<file path="src/rtl/iprefetch_buf_pkg.sv">
// Shared widths and FSM encoding for the next-line instruction prefetcher.
// The line/address widths are common to the cache-side and memory-side buses.
package iprefetch_buf_pkg;

    localparam int LINE_W = 128;
    localparam int ADDR_W = 28;

    localparam logic [2:0] ST_IDLE   = 3'd0;
    localparam logic [2:0] ST_HIT    = 3'd1;
    localparam logic [2:0] ST_DEMAND = 3'd2;
    localparam logic [2:0] ST_RESP   = 3'd3;
    localparam logic [2:0] ST_WRITE  = 3'd4;
    localparam logic [2:0] ST_WRESP  = 3'd5;
    localparam logic [2:0] ST_PREF   = 3'd6;

    typedef enum logic [2:0] {
        IDLE   = ST_IDLE,
        HIT    = ST_HIT,
        DEMAND = ST_DEMAND,
        RESP   = ST_RESP,
        WRITE  = ST_WRITE,
        WRESP  = ST_WRESP,
        PREF   = ST_PREF
    } state_t;

endpackage

</file>
<file path="src/rtl/iprefetch_buf_if.sv">
// Line-granular request/response bus used on both the cache side and the memory side.
// The requester owns read/write/addr/wdata; the responder owns rdata/ready.
interface iprefetch_buf_if #(
    parameter int LINE_W = iprefetch_buf_pkg::LINE_W,
    parameter int ADDR_W = iprefetch_buf_pkg::ADDR_W
);
    logic              read;
    logic              write;
    logic [ADDR_W-1:0] addr;
    logic [LINE_W-1:0] wdata;
    logic [LINE_W-1:0] rdata;
    logic              ready;

    modport master (output read, write, addr, wdata, input rdata, ready);
    modport slave  (input read, write, addr, wdata, output rdata, ready);
endinterface

</file>
<file path="src/rtl/iprefetch_buf.sv">
// Next-line instruction prefetcher: forwards cache misses and writes to slow memory,
// then fetches line addr+1 into a one-line buffer so a sequential request hits in one cycle.
module iprefetch_buf #(
    parameter bit PF_EN  = 1'b1,
    parameter int LINE_W = iprefetch_buf_pkg::LINE_W,
    parameter int ADDR_W = iprefetch_buf_pkg::ADDR_W
) (
    input  logic            clk,
    input  logic            proc_reset,
    iprefetch_buf_if.slave  cache,
    iprefetch_buf_if.master mem,
    output logic [15:0]     pf_hits
);
    import iprefetch_buf_pkg::*;

    state_t            state;
    logic [ADDR_W-1:0] req_addr;
    logic [LINE_W-1:0] req_wdata;
    logic [ADDR_W-1:0] buf_tag;
    logic [LINE_W-1:0] buf_data;
    logic              buf_valid;
    logic [LINE_W-1:0] rdata_q;
    logic              ready_q;
    logic              mem_read_q;
    logic              mem_write_q;
    logic [ADDR_W-1:0] mem_addr_q;

    logic              pf_ok;
    logic [ADDR_W-1:0] pf_addr;
    logic              buf_hit;

    // The top line never prefetches, so the buffer cannot wrap around to line 0.
    assign pf_addr = req_addr + ADDR_W'(1);
    assign pf_ok   = PF_EN && (req_addr != '1);
    assign buf_hit = buf_valid && (buf_tag == cache.addr);

    assign cache.rdata = rdata_q;
    assign cache.ready = ready_q;
    assign mem.read    = mem_read_q;
    assign mem.write   = mem_write_q;
    assign mem.addr    = mem_addr_q;
    assign mem.wdata   = req_wdata;

    always_ff @(posedge clk) begin
        if (proc_reset) begin
            state       <= IDLE;
            req_addr    <= '0;
            req_wdata   <= '0;
            buf_tag     <= '0;
            buf_data    <= '0;
            buf_valid   <= 1'b0;
            rdata_q     <= '0;
            ready_q     <= 1'b0;
            mem_read_q  <= 1'b0;
            mem_write_q <= 1'b0;
            mem_addr_q  <= '0;
            pf_hits     <= 16'd0;
        end else begin
            ready_q <= 1'b0;
            case (state)
                IDLE: begin
                    if (cache.write) begin
                        req_addr    <= cache.addr;
                        req_wdata   <= cache.wdata;
                        mem_addr_q  <= cache.addr;
                        mem_write_q <= 1'b1;
                        if (buf_tag == cache.addr) buf_valid <= 1'b0;
                        state       <= WRITE;
                    end else if (cache.read && buf_hit) begin
                        req_addr <= cache.addr;
                        rdata_q  <= buf_data;
                        ready_q  <= 1'b1;
                        state    <= HIT;
                    end else if (cache.read) begin
                        req_addr   <= cache.addr;
                        mem_addr_q <= cache.addr;
                        mem_read_q <= 1'b1;
                        state      <= DEMAND;
                    end
                end
                DEMAND: begin
                    if (mem.ready) begin
                        rdata_q    <= mem.rdata;
                        mem_read_q <= 1'b0;
                        ready_q    <= 1'b1;
                        state      <= RESP;
                    end
                end
                // Both read completions fall through to the next-line fetch.
                HIT, RESP: begin
                    if (state == HIT && pf_hits != 16'hFFFF) pf_hits <= pf_hits + 16'd1;
                    if (pf_ok) begin
                        buf_valid  <= 1'b0;
                        buf_tag    <= pf_addr;
                        mem_addr_q <= pf_addr;
                        mem_read_q <= 1'b1;
                        state      <= PREF;
                    end else begin
                        state <= IDLE;
                    end
                end
                PREF: begin
                    if (mem.ready) begin
                        buf_data   <= mem.rdata;
                        buf_valid  <= 1'b1;
                        mem_read_q <= 1'b0;
                        state      <= IDLE;
                    end
                end
                WRITE: begin
                    if (mem.ready) begin
                        mem_write_q <= 1'b0;
                        ready_q     <= 1'b1;
                        state       <= WRESP;
                    end
                end
                WRESP:   state <= IDLE;
                default: state <= IDLE;
            endcase
        end
    end

endmodule
</file>
<file path="src/flat_wrapper.sv">
// flat-port wrapper written by rule: the top's interface ports become plain ports
module iprefetch_buf_flat import iprefetch_buf_pkg::*;
#(
    parameter bit PF_EN  = 1'b1,
    parameter int LINE_W = iprefetch_buf_pkg::LINE_W,
    parameter int ADDR_W = iprefetch_buf_pkg::ADDR_W
)
  (clk, proc_reset, pf_hits, cache_read, cache_write, cache_addr, cache_wdata, cache_rdata, cache_ready, mem_read, mem_write, mem_addr, mem_wdata, mem_rdata, mem_ready);
  iprefetch_buf_if #(.LINE_W(LINE_W), .ADDR_W(ADDR_W)) cache_i ();
  iprefetch_buf_if #(.LINE_W(LINE_W), .ADDR_W(ADDR_W)) mem_i ();
  input  logic clk;
  input  logic proc_reset;
  output logic [15:0] pf_hits;
  input wire logic [$bits(cache_i.read)-1:0] cache_read;
  input wire logic [$bits(cache_i.write)-1:0] cache_write;
  input wire logic [$bits(cache_i.addr)-1:0] cache_addr;
  input wire logic [$bits(cache_i.wdata)-1:0] cache_wdata;
  output wire logic [$bits(cache_i.rdata)-1:0] cache_rdata;
  output wire logic [$bits(cache_i.ready)-1:0] cache_ready;
  output wire logic [$bits(mem_i.read)-1:0] mem_read;
  output wire logic [$bits(mem_i.write)-1:0] mem_write;
  output wire logic [$bits(mem_i.addr)-1:0] mem_addr;
  output wire logic [$bits(mem_i.wdata)-1:0] mem_wdata;
  input wire logic [$bits(mem_i.rdata)-1:0] mem_rdata;
  input wire logic [$bits(mem_i.ready)-1:0] mem_ready;
  assign cache_i.read = cache_read;
  assign cache_i.write = cache_write;
  assign cache_i.addr = cache_addr;
  assign cache_i.wdata = cache_wdata;
  assign cache_rdata = cache_i.rdata;
  assign cache_ready = cache_i.ready;
  assign mem_read = mem_i.read;
  assign mem_write = mem_i.write;
  assign mem_addr = mem_i.addr;
  assign mem_wdata = mem_i.wdata;
  assign mem_i.rdata = mem_rdata;
  assign mem_i.ready = mem_ready;
  iprefetch_buf #(.PF_EN(PF_EN), .LINE_W(LINE_W), .ADDR_W(ADDR_W)) u_core (.clk(clk), .proc_reset(proc_reset), .cache(cache_i), .mem(mem_i), .pf_hits(pf_hits));
endmodule
</file>
<file path="config.mk">
export PLATFORM = sky130hd
export DESIGN_NAME = iprefetch_buf_flat
export DESIGN_NICKNAME = d
export VERILOG_FILES = /design/src/rtl/iprefetch_buf_pkg.sv /design/src/rtl/iprefetch_buf_if.sv /design/src/rtl/iprefetch_buf.sv /design/src/flat_wrapper.sv
export SDC_FILE = /design/constraint.sdc
export NUM_CORES = 1
export LEC_CHECK = 0
export BUFFER_PORTS_ARGS = -buffer_cell sky130_fd_sc_hd__buf_2
export CAP_MARGIN = 30
export CORE_MARGIN = 5
export CORE_UTILIZATION = 30
export DETAILED_ROUTE_END_ITERATION = 10
export PLACE_DENSITY = 0.52
export SKIP_CTS_REPAIR_TIMING = 1
export SYNTH_ARGS = -nofsm -noshare
export SYNTH_HDL_FRONTEND = slang
export SYNTH_SLANG_ARGS = --single-unit
</file>
<file path="constraint.sdc">
create_clock -name clk -period 2.55 [get_ports clk]
set_clock_uncertainty 0.1 [all_clocks]
set_input_delay 0.1275 -clock clk [delete_from_list [all_inputs] [get_ports clk]]
set_output_delay 0.1275 -clock clk [all_outputs]
set_load 0.1 [all_outputs]
</file>
; ---- Word level (Yosys, flattened, before mapping)
; Cells that the tools add are included.
[word_totals]
out_inout_bits = 303
regBits = 491
wordCells = 96
[classes]
n_eq_ne = 22
add_sub_neg = 2
muxes = 36
n_reduce_logical = 24
[ops]
columns = cell, count
row1 = 128-bit two-way mux, 3
row2 = 128-bit case mux with 2 select lines, 1
row3 = 28-bit two-way mux, 6
row4 = 28-bit case mux with 2 select lines, 1
row5 = 28-bit by 1-bit adder with 28-bit output (second input constant), 1
row6 = 28-bit == test, 1
row7 = 28-bit != test (second input constant), 1
row8 = 3-bit two-way mux, 7
row9 = 16-bit by 1-bit adder with 16-bit output (second input constant), 1
row10 = 16-bit != test (second input constant), 1
row11 = 3-bit case mux with 5 select lines, 1
row12 = 2-bit != test (second input constant), 7
row13 = 1-bit two-way mux, 13
row14 = 4-bit AND reduction, 3
row15 = 2-bit AND reduction, 5
row16 = 3-bit nonzero test, 3
row17 = 2-bit by 1-bit != test with 1-bit output (second input constant), 4
row18 = 3-bit by 2-bit == test with 1-bit output (second input constant), 2
row19 = 3-bit == test (second input constant), 2
row20 = 3-bit != test (second input constant), 2
row21 = 1-bit case mux with 3 select lines, 2
row22 = 6-bit AND reduction, 1
row23 = 2-bit nonzero test, 3
row24 = 2-bit OR reduction, 3
row25 = other kinds (7), 10

; ---- Logic depth before layout (Yosys ltp)
[logic_depth]
depth_word = 6
depth_mapped = 10

; ---- Least setup slack after synthesis
; Ideal clock, no wire load.
[synth_path]
kind = register to register
start = reg u_core.pf_hits[0]
end = reg u_core.pf_hits[14]
synth_period_minus_slack_ns = 2.775
arrival_time_ns = 2.609
stages_incl_launch_ff = 8
t_required_ns = 2.383
slack_ns = -0.225
path_buffers = 0
path_cell_list = dfxtp_1 > ha_1 > nand2_1 > or4_1 > a31oi_1 > nand4_1 > xor2_1 > nor2_1
[synth_between]
elab_chain_len = 3
word_cells_on_any_way = 4
classes_between = add/sub (1) / eq/ne (1) / reduce/logical (2)
[synth_rtl]
columns = element, line
row1 = start: declaration, iprefetch_buf.sv:12  ; output logic [15:0] pf_hits
row2 = start signal: assignment, iprefetch_buf.sv:91  ; if (state == HIT && pf_hits != 16'hFFFF) pf_hits <= pf_hits + 16'd1;
row3 = "parallel branches: the longest is 3 deep, another holds 16-bit by 1-bit adder with 16-bit output", n/a
; Several ways; the timed one is not identified.
; A chain may end at the register's enable or synchronous reset.

; ---- Worst setup path in the final report
[layout_path]
start = reg u_core.buf_tag[7]
end = reg u_core.rdata_q[71], in the netlist u_core.cache.rdata[71]
[layout_between]
elab_chain_len = 5
[layout_rtl]
columns = element, line
row1 = start: declaration, iprefetch_buf.sv:19  ; logic [ADDR_W-1:0] buf_tag;
row2 = start signal: assignment, iprefetch_buf.sv:94  ; buf_tag <= pf_addr;
row3 = 28-bit == test, iprefetch_buf.sv:35  ; assign buf_hit = buf_valid && (buf_tag == cache.addr);
row4 = 1-bit logical AND, iprefetch_buf.sv:35
row5 = 1-bit logical AND, iprefetch_buf.sv:69  ; end else if (cache.read && buf_hit) begin
row6 = 2-bit by 1-bit != test with 1-bit output (no line), n/a
row7 = 4-bit AND reduction (no line), n/a
row8 = end signal: assignment, iprefetch_buf.sv:71  ; rdata_q <= buf_data;
row9 = end signal: assignment, iprefetch_buf.sv:83  ; rdata_q <= mem.rdata;
row10 = end: declaration, iprefetch_buf.sv:22  ; logic [LINE_W-1:0] rdata_q;
; No other way between the ends.

==> impl_metrics.tcl <==
set metrics [dict create \
    grt_pass1_vias 17800 \
    areaGrowthSynthToFinish_pct 48.7 \
    yosysTopAreaCellShare 0.502 \
    final_cell_area_mm2 0.0291 \
    pwr-share-comb 0.484 \
    routed_wl_um 72300 \
    cts.sinks 491 \
    io_pins 592 \
    synth_area_leaders "dfxtp_1 50%, nand2_1 12%, a21oi_1 8.1%, mux2i_1 6.5%, a211oi_1 5.6%" \
    yosysTopAreaCell "dfxtp_1" \
    grt_start_max_net_pins 163 \
    maxCapViolCount 0 \
    endpoint_kind "flip-flop" \
    r2r_start "u_core.buf_tag[7]" \
    clock_path_buffers 3 \
    via_count 20000 \
    cts_max_level 2 \
    worstPathArrival_ns 2.81 \
    swShare 0.482 \
    hpwl_um 49200 \
    min_period_ns 2.48 \
    peakVddDrop_uv 597 \
    syn-instance-count 2369 \
    drive_above_1_share 0.254 \
    dieWidth_um 265 \
    r2r_slack_ns 0.07 \
    layout.area.seq_mm2 0.00984 \
    clk_latency_ns 0.60 \
    path_class "flip-flop to flip-flop" \
    fin_util 0.450 \
    worst_pin_slew_ns 0.844 \
    drtAntennaViolNets 0 \
    ys_ff_latch 491 \
    grt_pass1_wl_um 104000 \
    routed_via_density 4.84 \
    power_uw 33500 \
    gr-usage-all-layers 0.180 \
    placed_area_mm2 0.0239 \
    clock.fmax_mhz 403 \
    core-area_mm2 0.0646 \
    setup-tns-final_ns 0 \
    critPathMaxFanout 16 \
    rsz0062_at_grt "yes" \
    cellPowerDensity_mw_per_mm2 1150 \
    p_leak_uw 0.0117 \
    cp_data_required_time_ns 2.88 \
    die_h_um 265 \
    slew_viol_final 0 \
    avgRoutedWirePerCell_um 17.5 \
    min_path_type "input port to flip-flop" \
    path_clk_slew_ns 0.06 \
    yosys_warnings 0 \
    nFillCells 6277 \
    portBuffers 591 \
    drtPass1Iterations 7 \
    avgSynthCellArea_um2 8.26 \
    synth_area_mm2 0.0196 \
    drc 0 \
    intPower_uw 17400 \
    multi_input_area_mm2 0.00915 \
    synth_async_sr_flop_share 0 \
    start_util 0.303 \
    antenna_found_initial 5 \
    synth_edf_count 0 \
    worstReg2RegEnd "u_core.cache.rdata[71]" \
    rows 93 \
    routabilityCongestion 0.900 \
    setup_viol 0 \
    ys.flop_type "dfxtp_1" \
    switchingPower_uw 16100 \
    min_path_cells 4 \
    dieArea_mm2 0.0704 \
    layout.nets 3532 \
    gr-total-overflow 0 \
    start_kind "flip-flop" \
    post-route-period-util 0.974 \
    hold_violations 0 \
    cts_buffers 55 \
    pwr-share-seq 0.290 \
    synth_nets 2660 \
    cts_root_buffer "clkbuf_16" \
    r2r_cells 10 \
    hp-start "cache_read" \
    ys_seq_area_frac 0.502 \
    clkPwrFrac 0.226 \
    cts_tree "done" \
    drt-initial-drc-count 1225 \
    holdPathEnd "u_core.state[0]" \
    yosysUniqueCellTypes 54 \
    maxSlewHeadroom 0.438 \
    status "finished, final reports clean" \
]
[worst max-delay path, cell delays in order (launching register included)]
cell and delay [ns]:
dfxtp_1 0.35, xor2_2 0.22, nor4_4 0.34, nand4_1 0.23, buf_6 0.19, o21ai_4 0.14, buf_12 0.15, buf_16 0.16
buf_4 0.14, clkbuf_16 0.17, a211oi_1 0.08
[worst max path at each step]
stage / from / to / slack [ns] / cells past startpoint
2_1_floorplan: u_core.pf_hits[6] / u_core.pf_hits[10] / 0.05 / 7
3_3_place_gp: u_core.buf_tag[7] / u_core.cache.rdata[62] / -0.08 / 9
3_5_place_dp: u_core.buf_tag[7] / u_core.cache.rdata[14] / -0.19 / 9
4_1_cts: u_core.buf_tag[7] / u_core.cache.rdata[14] / -0.22 / 9
5_1_grt: u_core.buf_tag[7] / u_core.cache.rdata[111] / -0.03 / 10
6_report: u_core.buf_tag[7] / u_core.cache.rdata[71] / 0.07 / 10
[cells in the mapped netlist, types with 3 or more instances]
| cell type | count |
|---|---|
| o22ai_1 | 3 |
| o21ai_1 | 14 |
| o21a_1 | 4 |
| nor2_1 | 197 |
| nand4b_1 | 3 |
| xor2_1 | 43 |
| or4_1 | 7 |
| xnor2_1 | 21 |
| a311oi_1 | 3 |
| and4_1 | 4 |
| a31oi_1 | 6 |
| and2_1 | 7 |
| nor3_1 | 8 |
| a21o_1 | 3 |
| mux2i_1 | 128 |
| a211oi_1 | 145 |
| nand3b_1 | 3 |
| o21ai_0 | 28 |
| buf_1 | 10 |
| clkbuf_1 | 155 |
| or3_1 | 6 |
| nand3_1 | 29 |
| and3_1 | 5 |
| nor4_1 | 16 |
| o41ai_1 | 3 |
| a21oi_1 | 316 |
| nand2_1 | 616 |
| dfxtp_1 | 491 |
| o211ai_1 | 8 |
| buf_2 | 21 |
| inv_1 | 10 |
| nand4_1 | 22 |
[flip-flops by register name, indices dropped and copies added (netlist names)]
name,count
u_core.mem.addr,28
u_core.req_addr,28
u_core.buf_valid,1
u_core.pf_hits,16
u_core.mem.write,1
u_core.mem.read,1
u_core.cache.ready,1
u_core.buf_data,128
u_core.cache.rdata,128
u_core.buf_tag,28
u_core.mem.wdata,128
u_core.state,3
[cell usage in the layout (no fill, tap or decap), types with 22 or more instances in the layout]
cell / count
o21ai_0: 28
a21oi_1: 316
nand4_1: 22
a211oi_1: 130
nor2_1: 195
dlygate4sd3_1: 302
clkbuf_16: 63
mux2i_1: 128
buf_4: 79
dfxtp_1: 485
nand3_1: 28
xor2_1: 42
buf_2: 590
nand2_1: 615
[metrics by stage]
| step | hold WS, ns | cells | setup WS [ns] |
|---|---|---|---|
| 3_3_place_gp | 0.268 | 3723 | -0.0790 |
| 2_1_floorplan | 0.163 | 2369 | 0.0514 |
| 3_5_place_dp | 0.272 | 3723 | -0.193 |
| 4_1_cts | -0.373 | 3817 | -0.215 |
| 5_1_grt | 0.0308 | 4135 | -0.0302 |
| 6_report | 0.0342 | 4136 | 0.0667 |
[power by group through the flow]
stage / Sequential, µW / Clock, µW / Combinational, µW
finish: 9730 / 7570 / 16200
global route: 9880 / 8110 / 17100
CTS: 9720 / 7800 / 15400
global placement: 9840 / 0 / 15300
detailed placement: 9870 / 0 / 15400
floorplan: 16900 / 0 / 4820
[cell type report]
cell class,count,share of cell area
Timing Repair Buffer,1004,0.250
Clock buffer,81,0.0548
Multi-Input combinational cell,1679,0.315
Inverter,10,0.00129
Antenna cell,3,0.000258
Clock inverter,13,0.00370
Sequential cell,491,0.338
Tap cell,855,0.0368
[routing by layer]
layer / up-vias / global-route usage / part of all wire
met1: 9415 / 0.225 / 0.42
met4: 2 / 0.0501 / 0.026
li1: 9820 / - / -
met3: 115 / 0.0574 / 0.074
met2: 675 / 0.300 / 0.48
met5: - / 0 / 0.00018
[kinds of logic (layout without fill, tap and decap cells)]
logic type	count (synthesis)	after routing	share of synthesized area
and+or+nand+nor	933	933	0.194
AOI/OAI and AO/OA	551	551	0.167
DFF	491	491	0.502
buffers and inverters	199	1108	0.0405
muxes	129	129	0.0661
xor gates and xnor gates	64	64	0.0287
adders and majority gates	2	2	0.00128
other	0	3	0
(Power assumes the default switching activity.)
